### src/rtl/imem_loader_pkg.sv
// Shared types and constants for the instruction-memory loader.
// Word/address geometry matches the fetch side (32-bit instrs, 64-bit PC).
package imem_loader_pkg;

  localparam int INSTR_W        = 32;
  localparam int ADDR_W         = 64;
  localparam int BYTES_PER_WORD = 4;
  localparam int BIDX_W         = $clog2(BYTES_PER_WORD);

  typedef enum logic [2:0] {
    IDLE,
    HDR0,
    HDR1,
    DATA,
    WRITE,
    DONE,
    ERR
  } state_e;

endpackage

### src/rtl/imem_word_assembler.sv
// Collects stream bytes into a little-endian instruction word.
// word_o already includes the byte being loaded this cycle, so the
// loader can register the complete word on the 4th-byte edge.
module imem_word_assembler
  import imem_loader_pkg::*;
(
  input  logic               clk,
  input  logic               reset,
  input  logic               clear_i,
  input  logic               load_byte_i,
  input  logic [7:0]         byte_i,
  output logic [INSTR_W-1:0] word_o,
  output logic               word_full_o
);

  logic [BYTES_PER_WORD-1:0][7:0] lanes_q, lanes_d;
  logic [BIDX_W-1:0]              idx_q, idx_d;

  always_comb begin
    lanes_d = lanes_q;
    idx_d   = idx_q;
    if (clear_i) begin
      lanes_d = '0;
      idx_d   = '0;
    end else if (load_byte_i) begin
      lanes_d[idx_q] = byte_i;
      idx_d          = idx_q + 1'b1;
    end
  end

  always_ff @(posedge clk) begin
    if (reset) begin
      lanes_q <= '0;
      idx_q   <= '0;
    end else begin
      lanes_q <= lanes_d;
      idx_q   <= idx_d;
    end
  end

  assign word_o      = lanes_d;
  assign word_full_o = load_byte_i && !clear_i &&
                       (idx_q == BIDX_W'(BYTES_PER_WORD - 1));

endmodule

### src/rtl/imem_loader.sv
// Byte-stream program loader: 16-bit word-count header, then little-endian
// words written one per WRITE cycle; keeps the CPU held until the image lands.
module imem_loader
  import imem_loader_pkg::*;
#(
  parameter int DEPTH = 13,
  parameter int CNT_W = 16
) (
  input  logic               clk,
  input  logic               reset,
  input  logic               start,
  input  logic               byte_valid,
  input  logic [7:0]         byte_data,
  output logic               byte_ready,
  output logic               wr_en,
  output logic [ADDR_W-1:0]  wr_addr,
  output logic [INSTR_W-1:0] wr_data,
  output logic               busy,
  output logic               done,
  output logic               error,
  output logic               cpu_hold,
  output logic [CNT_W-1:0]   word_count
);

  state_e             state_q, state_d;
  logic [CNT_W-1:0]   n_q, n_d, n_hdr;
  logic [CNT_W-1:0]   wc_q, wc_d, wc_inc;
  logic               wr_en_q, wr_en_d;
  logic [ADDR_W-1:0]  wr_addr_q, wr_addr_d;
  logic [INSTR_W-1:0] wr_data_q, wr_data_d;

  logic               xfer, begin_load, load_byte, asm_clear, word_full;
  logic [INSTR_W-1:0] asm_word;

  assign xfer       = byte_valid && byte_ready;
  assign begin_load = start && (state_q inside {IDLE, DONE, ERR});
  assign load_byte  = (state_q == DATA) && xfer;
  assign asm_clear  = begin_load || (state_q == WRITE);
  assign n_hdr      = CNT_W'({byte_data, n_q[7:0]});
  assign wc_inc     = wc_q + 1'b1;

  imem_word_assembler u_asm (
    .clk         (clk),
    .reset       (reset),
    .clear_i     (asm_clear),
    .load_byte_i (load_byte),
    .byte_i      (byte_data),
    .word_o      (asm_word),
    .word_full_o (word_full)
  );

  always_ff @(posedge clk) begin
    if (reset) state_q <= IDLE;
    else       state_q <= state_d;
  end

  always_comb begin
    state_d = state_q;
    unique case (state_q)
      IDLE, DONE, ERR: if (start) state_d = HDR0;
      HDR0:            if (xfer) state_d = HDR1;
      HDR1: begin
        if (xfer) begin
          if (n_hdr == '0)                 state_d = DONE;
          else if (n_hdr > CNT_W'(DEPTH))  state_d = ERR;
          else                             state_d = DATA;
        end
      end
      DATA:            if (word_full) state_d = WRITE;
      WRITE:           state_d = (wc_inc == n_q) ? DONE : DATA;
      default:         state_d = IDLE;
    endcase
  end

  always_comb begin
    byte_ready = 1'b0;
    busy       = 1'b0;
    done       = 1'b0;
    error      = 1'b0;
    cpu_hold   = 1'b1;
    unique case (state_q)
      HDR0, HDR1, DATA: begin
        byte_ready = 1'b1;
        busy       = 1'b1;
      end
      WRITE:   busy = 1'b1;
      DONE: begin
        done     = 1'b1;
        cpu_hold = 1'b0;
      end
      ERR:     error = 1'b1;
      default: ;
    endcase
  end

  // Write port is registered: the word is captured on its 4th-byte edge and
  // presented during the following (WRITE) cycle; addr/data hold afterwards.
  always_comb begin
    n_d       = n_q;
    wc_d      = wc_q;
    wr_en_d   = 1'b0;
    wr_addr_d = wr_addr_q;
    wr_data_d = wr_data_q;
    if (begin_load) begin
      n_d  = '0;
      wc_d = '0;
    end
    if ((state_q == HDR0) && xfer) n_d[7:0] = byte_data;
    if ((state_q == HDR1) && xfer) n_d      = n_hdr;
    if (word_full) begin
      wr_en_d   = 1'b1;
      wr_addr_d = ADDR_W'({wc_q, {BIDX_W{1'b0}}});
      wr_data_d = asm_word;
    end
    if (state_q == WRITE) wc_d = wc_inc;
  end

  always_ff @(posedge clk) begin
    if (reset) begin
      n_q       <= '0;
      wc_q      <= '0;
      wr_en_q   <= 1'b0;
      wr_addr_q <= '0;
      wr_data_q <= '0;
    end else begin
      n_q       <= n_d;
      wc_q      <= wc_d;
      wr_en_q   <= wr_en_d;
      wr_addr_q <= wr_addr_d;
      wr_data_q <= wr_data_d;
    end
  end

  assign wr_en      = wr_en_q;
  assign wr_addr    = wr_addr_q;
  assign wr_data    = wr_data_q;
  assign word_count = wc_q;

endmodule

### config.mk
export PLATFORM = sky130hd
export DESIGN_NAME = imem_loader
export DESIGN_NICKNAME = d
export VERILOG_FILES = /design/src/rtl/imem_loader_pkg.sv /design/src/rtl/imem_word_assembler.sv /design/src/rtl/imem_loader.sv
export SDC_FILE = /design/constraint.sdc
export NUM_CORES = 1
export LEC_CHECK = 0
export CAP_MARGIN = 0
export CELL_PAD_IN_SITES_DETAIL_PLACEMENT = 1
export CELL_PAD_IN_SITES_GLOBAL_PLACEMENT = 1
export CORE_ASPECT_RATIO = 0.8
export CORE_MARGIN = 4
export CORE_UTILIZATION = 35
export CTS_CLUSTER_DIAMETER = 200
export DETAILED_ROUTE_END_ITERATION = 10
export GPL_TIMING_DRIVEN = 0
export PLACE_DENSITY_LB_ADDON = 0.3
export SYNTH_ARGS = -nofsm -noshare
export SYNTH_HDL_FRONTEND = slang
export SYNTH_SLANG_ARGS = --single-unit
### constraint.sdc
create_clock -name clk -period 2.5 [get_ports clk]
set_input_delay 0.75 -clock clk [delete_from_list [all_inputs] [get_ports clk]]
set_output_delay 0.75 -clock clk [all_outputs]
set_load 0.01 [all_outputs]
# --- Yosys cells after proc, flatten, opt, wreduce, memory -nomap -nowiden ---
# Index checks and enable logic that the tools add are counted.
word_totals:
  register_bits: 118
  word_cells: 75
op_classes:
  n_eq_ne: 12
  order_cmp: 3
  n_mux: 23
  bitwise_logic: 1
  add_sub_neg: 2
  reduce_logical: 22
op_table:
  columns: ["op", "count"]
  rows:
  - ["$mux 32", 2]
  - ["$mux 16", 3]
  - ["$bwmux 32", 1]
  - ["$mux 3", 7]
  - ["$add 16x1->16 const B", 1]
  - ["$demux 8 s2", 1]
  - ["$eq 16x16->1", 1]
  - ["$gt 16x4->1 const B", 1]
  - ["$logic_not 16->1", 1]
  - ["$mux 8", 2]
  - ["$pmux 3 s5", 1]
  - ["$eq 3x3->1 const B", 3]
  - ["$logic_and 1x1->1", 8]
  - ["$eq 3x2->1 const B", 2]
  - ["$mux 1", 6]
  - ["$ne 2x2->1 const B", 3]
  - ["$reduce_bool 2->1", 3]
  - ["$reduce_or 3->1", 2]
  - ["$reduce_and 4->1", 1]
  - ["$reduce_or 4->1", 1]
  - ["$eq 3x1->1 const B", 1]
  - ["$logic_not 3->1", 1]
  - ["$lt 2x3->1 const B", 1]
  - ["$reduce_bool 3->1", 1]
  - ["other kinds (9)", 9]

# --- Logic depth before layout (Yosys ltp) ---
# Gate-level depths: netlist (run 1).
logic_depth:
  word_depth: 9
  depth_mapped: 8
  mapped_depth_nobuf: 7

# --- Modules after synthesis ---
# A second synthesis (run 1) with hierarchy kept.
unflattened:
  hier_cells: 689
  area_unflattened_um2: 6130.9
modules_own_cells:
  columns: ["module", "n_inst", "cells_per_inst", "area_each_um2"]
  rows:
  - ["imem_loader", 1, 491, 4291.6]
  - ["imem_word_assembler", 1, 198, 1839.3]

# --- Worst setup path before layout (run 1) ---
# OpenSTA, ideal clock, no wires.
synth_path:
  path_kind: "input port to flip-flop"
  start: "input port byte_data[3]"
  end: "register state_q[1]"
  n_path_buf: 1
  path_slack_ns: 0.289
  t_arrival_ns: 2.091
  setup_ns: 0.120
  required_ns: 2.380
  cell_stages: 6
  cell_sequence: "clkbuf_1 > nor4_1 > nand3_1 > o211a_1 > a221o_1 > o31a_1"
synth_via:
  elab_chain_len: 4
synth_rtl:
  columns: ["item", "line", "source"]
  rows:
  - ["start: declaration", "imem_loader.sv:13", "input logic [7:0] byte_data,"]
  - ["$logic_not 16->1", "imem_loader.sv:64", "if (n_hdr == '0) state_d = DONE;"]
  - ["$mux 3", "imem_loader.sv:64", null]
  - ["$mux 3", "imem_loader.sv:63", "if (xfer) begin"]
  - ["$pmux 3 s5", "imem_loader.sv:59", "unique case (state_q)"]
  - ["end signal: assignment", "imem_loader.sv:54", "else state_q <= state_d;"]
  - ["end: declaration", "imem_loader.sv:25", "state_e state_q, state_d;"]
# Every way passes these cells. The select of a mux whose other input is x is not followed.
# A chain may end at the register's enable or synchronous reset.

# --- Final worst setup path (run 1) ---
layout_path:
  start: "register state_q[0]"
  end: "output port busy"
layout_via:
  elab_chain_len: 3
  elab_cells_between_ends: 6
  classes_between: "eq/ne (4); mux (1); reduce/logical (1)"
layout_rtl:
  columns: ["item", "line", "source"]
  rows:
  - ["$eq 3x2->1, or another cell as far along", "imem_loader.sv:81", "unique case (state_q)"]
  - ["$reduce_or 4->1 (no source line) (*)", null, null]
  - ["$mux 1 (*)", "imem_loader.sv:81", null]
  - ["end: declaration", "imem_loader.sv:18", "output logic busy,"]
# Mark *: on every way between the ends. The rest lies on a longest branch, timed or not.

==> summary.md, run 1 <==
| Metric | Value |
|---|---|
| Placed Area | 6180 µm² |
| Clock buffers created by TritonCTS | 9 |
| Sequential element share of the synthesized area | 43.6% |
| Violation count after the first detailed-route iteration | just over 200 |
| Post-route cell area | 6590 µm² |
| Number of antenna repair diodes | 0 |
| Count of TritonRoute iterations in the first routing pass | 4 |
| DP Wirelength | roughly 11 mm |
| Number of synthesized flops with an enable pin | 0 |
| Die area | between 15000 and 20000 µm² |
| Commonest cells after routing, fill and taps aside | sky130_fd_sc_hd__dfxtp_1 (105), sky130_fd_sc_hd__clkdlybuf4s50_1 (69), sky130_fd_sc_hd__nor2_1 (60) |
| PortBufs | 73 |
| Wire length of the first global-routing pass | about 24 mm |
| Area share of fa/ha/maj cells after synthesis | 1.24% |
| Number of clock sinks seen by CTS | between 100 and 150 |
| Count of unique library cells instantiated by Yosys | slightly below 60 |
| Vias in the first global route | 4415 |
| Final setup violation count | 0 |
| Clock latency at the later pin of the worst-skew pair | 0.36 ns |
| Time the final worst path needs with I/O delays and setup | about 2.4 ns |
| Clock root buffer master | sky130_fd_sc_hd__clkbuf_16 |
| Static leakage | around 2.8 nW |
| Endpoint kind of the worst setup timing path | output port |
| Via-to-Cell Ratio | 5.03 |
| Mux cell area share after synthesis | between 5 and 6% |
| Core box area | 13800 µm² |
| Layout Nets | ~710 |
| Max-cap viol count | 0 |
| Overall die width | ~140 µm |
| Initial Utilization | 36.5% |
| Compound-cell area share of the yosys netlist | between 10% and 20% |
| Max Clock Skew | ~0.011 ns |
| Max-slew violations | 0 |
| Upper clock frequency limit | between 400 and 500 MHz |
| Combinational family with the most area after synthesis | compound AO/OA/AOI/OAI gates |
| Detailed-route DRC error count | 0 |
| Final Hold Vio Count | 0 |
| Number of buffers inserted for hold repair after clock tree synthesis | 0 |
| Highest fanout seen on the critical path | 8 |
| Crit path required time | 1.75 ns |
| Post-Route Utilization | approximately 48% |
| Total Routed Length | 15.1 mm |
| Share of final-layout standard cells stronger than drive strength 1 | around 17% |
| TritonCTS clock tree | built |
| Maximum buffer depth of the clock tree | 2 |
| Maximum level of the CTS H-tree | 3 |
| Crit Path Category | reg2out |
| Largest voltage drop on the vdd net | 0.316 mV |
| Top Ports | 130 |
| Largest net degree at the start of global routing | 22 |
| Post-DR wirelength/cell | between 15 and 20 µm |
| Total gr overflow | 0 |
| Number of antenna violations at the first check in global routing | 0 |
| Share of synthesized registers carrying an async set or reset | 0% |
| Post-synthesis share of cell area spent on and, or, nand and nor gates | roughly 16% |
| Number of antenna-violating nets in the routed design | 0 |
| Slew Limit Headroom | 57.2% |
| Clock transition at the register clock pins on the worst setup and hold paths after CTS | roughly 0.080 ns |
| Routability congestion estimate from global placement | around 0.87 |
| Average instance area after synthesis | between 9 and 10 µm² |
| Xor and xnor area share after synthesis | between 4 and 5% |
| Worst min path class | reg2reg |
| Placement row count | 38 |
| Transition at the pin with the smallest max-transition slack | roughly 0.64 ns |
| Fraction of the cycle the final worst path needs | between 90% and 100% |
| Post-synthesis instance area | just over 5000 µm² |
| Most frequent standard cell in the layout excluding fill and tap cells | sky130_fd_sc_hd__dfxtp_1 |
| Worst path arrival time | 1.66 ns |
| Relative area change from synthesis to final layout | 30.5% |
| Filler cells | 1630 |
| Via count | about 4400 |
| Most instantiated flip-flop cell in the synthesis netlist | sky130_fd_sc_hd__dfxtp_1 |
| Gate Count Post-Synth | 555 |
| Setup repair after global routing missed its margin | yes |
| Ys Warns | 0 |
| Die outline height | between 100 and 150 µm |
| Status | complete, no violations |
| Power Density | between 500 and 600 nW/µm² |
| Flop and latch count out of synthesis | 110 |
| GR Util All Layers | a little under a fifth |
| CP Launch Type | flop |
-- report_power, final --
part	internal (mW)	switching, mW
Sequential	1.76	0.0184
Clock	0.710	0.725
Combinational	0.141	0.214
-- cells by family (layout without fill, tap and decap cells) --
logic type	count (synthesis)	after routing
simple gates	164	164
compound gates	132	132
flops	110	110
buf+inv	93	186
mux	26	26
xor+xnor	24	24
fa+ha+maj	5	5
other cells	1	48
-- area by class of cell --
cell class | count | area [µm²] | share of cell area [%]
Timing Repair Buffer | 77 | 767 | 11.6
Inverter | 7 | 26.3 | 0.399
Buffer | 86 | 564 | 8.57
Multi-Input combinational cell | 399 | 2500 | 37.9
Tap cell | 180 | 225 | 3.42
Clock inverter | 7 | 75.1 | 1.14
Sequential cell | 110 | 2210 | 33.5
Clock buffer | 9 | 225 | 3.42
-- cell usage after synthesis, types with 2 or more instances --
cell                       number  share of area (%)
sky130_fd_sc_hd__a211oi_1       3               0.45
sky130_fd_sc_hd__a21oi_1       12                1.2
sky130_fd_sc_hd__a221o_1        3               0.59
sky130_fd_sc_hd__a22o_1        25                4.3
sky130_fd_sc_hd__a22oi_1       16                2.4
sky130_fd_sc_hd__a311oi_1       2               0.35
sky130_fd_sc_hd__a31oi_1        5               0.62
sky130_fd_sc_hd__and2_1         2               0.25
sky130_fd_sc_hd__and3_1         5               0.62
sky130_fd_sc_hd__buf_2          7               0.69
sky130_fd_sc_hd__buf_4         50                7.4
sky130_fd_sc_hd__buf_6          3               0.67
sky130_fd_sc_hd__clkbuf_1      25                1.9
sky130_fd_sc_hd__dfxtp_1      110                 44
sky130_fd_sc_hd__ha_1           5                1.2
sky130_fd_sc_hd__inv_1          6               0.45
sky130_fd_sc_hd__mux2i_1       25                5.0
sky130_fd_sc_hd__nand2_1       46                3.4
sky130_fd_sc_hd__nand2b_1       5               0.62
sky130_fd_sc_hd__nand3_1       14                1.4
sky130_fd_sc_hd__nand3b_1       7                1.0
sky130_fd_sc_hd__nand4_1        3               0.37
sky130_fd_sc_hd__nor2_1        64                4.8
sky130_fd_sc_hd__nor2b_1        3               0.37
sky130_fd_sc_hd__nor3_2         2               0.40
sky130_fd_sc_hd__nor4_1         4               0.50
sky130_fd_sc_hd__nor4_2         2               0.50
sky130_fd_sc_hd__o21ai_0       34                3.4
sky130_fd_sc_hd__o311ai_0       2               0.35
sky130_fd_sc_hd__o31ai_1       13                1.9
sky130_fd_sc_hd__o41ai_1        2               0.35
sky130_fd_sc_hd__or3_1          2               0.25
sky130_fd_sc_hd__xnor2_1       15                2.6
sky130_fd_sc_hd__xor2_1         9                1.6
-- registers in the layout, indices dropped and copies added (netlist names) --
register	count
wr_data	32
u_asm.lanes_q	24
n_q	16
word_count	16
wr_addr	16
state_q	3
u_asm.idx_q	2
wr_en	1
-- layer usage --
layer  track usage [%]  wire length, µm
met3              4.04              926
met5                 0                0
met1              25.6             7080
met4              6.33              274
met2              28.9             6850
-- worst max-delay path, cell delays in order, from the launching register on --
cell	delay, ns
sky130_fd_sc_hd__dfxtp_2	0.37
sky130_fd_sc_hd__nor2_4	0.24
sky130_fd_sc_hd__xnor2_1	0.15
sky130_fd_sc_hd__clkdlybuf4s50_1	0.55
-- per-stage QoR --
| stage | hold WS [ns] | total power, mW | setup TNS, ns | setup slack, ns | std cells |
|---|---|---|---|---|---|
| final | 0.459 | 3.57 | 0 | 0.0903 | 875 |
| after global routing | 0.493 | 3.71 | -0.0124 | -0.00664 | 875 |
| after CTS | 0.467 | 3.60 | 0 | 0.0196 | 872 |
| after detailed placement | 0.448 | 2.16 | -61.28 | -0.885 | 855 |
| after global placement | 0.443 | 2.15 | -58.56 | -0.866 | 855 |
| after floorplan | 0.455 | 2.07 | 0 | 0.289 | 602 |
-- path summary, 6_finish.rpt --
path,startpoint,endpoint,slack (ns),cells after the start
min reg2reg,wr_data[9],wr_data[9],0.46,2
max reg2reg,word_count[0],state_q[1],0.15,8
min,wr_data[9],wr_data[9],0.46,2
max,state_q[0],busy,0.09,3
-- repair_timing --
| item | in CTS | in global routing |
|---|---|---|
| pin swaps | 1 | 1 |
| resized for setup | 24 | 13 |
| setup buffers | 1 | 3 |
| setup endpoints to repair | 87 | 49 |
No activity file was read; power rests on OpenSTA's default activity.
==> inputs of run 2 (changes only) <==
--- a/constraint.sdc
+++ b/constraint.sdc
@@ -3,2 +3,2 @@
 set_output_delay 0.75 -clock clk [all_outputs]
-set_load 0.01 [all_outputs]
+set_load 0.02 [all_outputs]
==> run 2 against run 1 <==
  * First-iteration DRC count down 2.5%
  * Count of clock-buffer cells in the layout did not move
  * Global-route usage about the same
  * Clock skew is 0.0013 ns higher
  * Final cell count did not move
  * Non-clock buffer count unchanged
  * Critical path depth is the same
  * Power grew 1.0%
  * Worst hold slack barely moved
  * Register-to-register slack is essentially flat
  * Critical path type unchanged
  * Largest cell class unchanged
  * Largest power group unchanged
  * Highest routed layer unchanged
==> summary.md, run 2 (same netlist as run 1, synthesis figures left out) <==
| Metric | Value |
|---|---|
| Crit Path Category | reg2out |
| Maximum level of the CTS H-tree | 3 |
| Die area | around 16000 µm² |
| TritonCTS clock tree | built |
| Detailed-route DRC error count | 0 |
| Max reg flops | 32 |
| Worst path arrival time | between 1.5 and 2 ns |
| Core box area | between 10000 and 15000 µm² |
| Upper clock frequency limit | between 400 and 500 MHz |
| Fraction of the cycle the final worst path needs | a little over nine tenths |
| DP Wirelength | around 11 mm |
| CP peak stage delay | ~0.61 ns |
| Highest-delay cell along the critical path | sky130_fd_sc_hd__clkdlybuf4s50_1 |
| Endpoint kind of the worst setup timing path | output port |
| Count of TritonRoute iterations in the first routing pass | 4 |
| Clock transition at the register clock pins on the worst setup and hold paths after CTS | 0.08 ns |
| GR Util All Layers | a little under a fifth |
| Share of final-layout standard cells stronger than drive strength 1 | 16.4% |
| Max Clock Skew | 0.0118 ns |
| Final hold slack | 0.459 ns |
| Largest voltage drop on the vdd net | 0.317 mV |
| Total gr overflow | 0 |
| Maximum buffer depth of the clock tree | 2 |
| Routability congestion estimate from global placement | 0.867 |
| Clock share of power | 39.8% |
| Clock latency at the later pin of the worst-skew pair | 0.37 ns |
| Status | complete, no violations |
| Net Switching | approximately 1000 µW |
| Commonest cells after routing, fill and taps aside | sky130_fd_sc_hd__dfxtp_1 (105), sky130_fd_sc_hd__clkdlybuf4s50_1 (67), sky130_fd_sc_hd__nor2_1 (60) |
| Part of the total power dissipated in sequential elements | around half |
| Number of antenna violations at the first check in global routing | 0 |
| Number of clock sinks seen by CTS | between 100 and 150 |
| Total Routed Length | 15.2 mm |
| Time the final worst path needs with I/O delays and setup | around 2.4 ns |
| Reg2reg setup slack | about 0.15 ns |
| Setup repair after global routing missed its margin | yes |
| Power share of the combinational group | a little over a tenth |
| Layout Cells excl Fill | just under 900 |
| Number of antenna-violating nets in the routed design | 0 |
| Power Density | ~550 nW/µm² |
| Violation count after the first detailed-route iteration | between 150 and 200 |
| List of cells traversed by the critical path | clkbuf_4 -> nor2_1 -> clkdlybuf4s50_1 |
| Max-cap viol count | 0 |
| Number of buffers inserted for hold repair after clock tree synthesis | 0 |
| Max-slew violations | 0 |
| Die outline height | 115 µm |
| Via count | between 4000 and 5000 |
| Relative area change from synthesis to final layout | 30.1% |
| Slew Limit Headroom | around 55% |
| Final Hold Vio Count | 0 |
| Highest fanout seen on the critical path | 10 |
| Final setup violation count | 0 |
| Transition at the pin with the smallest max-transition slack | 0.679 ns |
| Largest net degree at the start of global routing | 22 |
| Layout Nets | 707 |
| Overall die width | around 140 µm |
| Worst min path class | reg2reg |
| Via-to-Cell Ratio | 5.09 |
| Number of antenna repair diodes | 0 |
| Top Ports | 130 |
| Static leakage | ~2.8 nW |
| Clock root buffer master | sky130_fd_sc_hd__clkbuf_16 |
| Post-DR wirelength/cell | approximately 17 µm |
| PortBufs | 73 |
| Crit path required time | about 1.8 ns |
| Wire length of the first global-routing pass | 23.9 mm |
| Share of total power consumed by net switching | roughly 28% |
| CP Launch Type | flop |
| Initial Utilization | between 30% and 40% |
| Clock buffers created by TritonCTS | 9 |
| Placement row count | 38 |
| Post-Route Utilization | a little under half |
| Most frequent standard cell in the layout excluding fill and tap cells | sky130_fd_sc_hd__dfxtp_1 |
| Cell-internal power | about 2.6 mW |
| Vias in the first global route | between 4000 and 5000 |
| Filler cells | between 1500 and 2000 |
| Placed insts | around 860 |
## run 2: final timing paths
path	from	cells after the start	endpoint
min reg2reg	wr_data[9]	2	wr_data[9]
max	state_q[2]	3	byte_ready
max reg2reg	word_count[0]	8	state_q[1]
min	wr_data[9]	2	wr_data[9]
## run 2: what timing repair did
action | CTS | global route
setup endpoints to repair | 87 | 45
gates resized for setup | 27 | 8
buffers inserted | 1 | 3
pin swaps | 1 | 1
endpoints found under the hold margin | 0 | 0
## run 2: layer usage
layer	GRT usage [%]	vias to the layer above	share of wire, %
met5	0	-	0
met4	6.33	0	1.8
met3	4.04	16	5.9
met2	28.9	133	45
met1	25.6	2167	47
li1	-	2134	-
## run 2: power by group through the flow
stage                     clock, mW  sequential (mW)  combinational (mW)
after global routing           1.53             1.78               0.428
after CTS                      1.47             1.78               0.383
final                          1.44             1.78               0.391
after global placement            0             1.82               0.371
after detailed placement          0             1.82               0.375
after floorplan                   0             1.81               0.290
## run 2: area by class of cell
type / instances / area (µm²) / area share (%)
Sequential cell: 110 / 2210 / 33.6
Multi-Input combinational cell: 399 / 2490 / 37.9
Inverter: 7 / 26.3 / 0.400
Tap cell: 180 / 225 / 3.43
Buffer: 86 / 561 / 8.53
Clock inverter: 7 / 75.1 / 1.14
Clock buffer: 9 / 225 / 3.43
Timing Repair Buffer: 77 / 757 / 11.5
## run 2: worst max-delay path, delay by kind of cell, from the launching register on
| family | cells | cell delay, ns |
|---|---|---|
| buffers and inverters | 2 | 0.82 |
| flip-flops | 1 | 0.37 |
| AND/OR/NAND/NOR | 1 | 0.12 |
## run 2: per-stage QoR
stage / setup WS, ns / setup TNS [ns] / instance area [µm²] / power, mW
finish: 0.0873 / 0 / 6570 / 3.61
global route: -0.00659 / -0.0123 / 6570 / 3.75
CTS: 0.0532 / 0 / 6530 / 3.64
detailed placement: -0.885 / -61.28 / 6180 / 2.19
global placement: -0.866 / -58.56 / 6180 / 2.19
floorplan: 0.256 / 0 / 5230 / 2.10
==> inputs of run 3 (changes only) <==
- TNS_END_PERCENT: unset -> 30
==> results of run 3 <==
The final DEF is identical to that of run 2; final timing and power are the same.
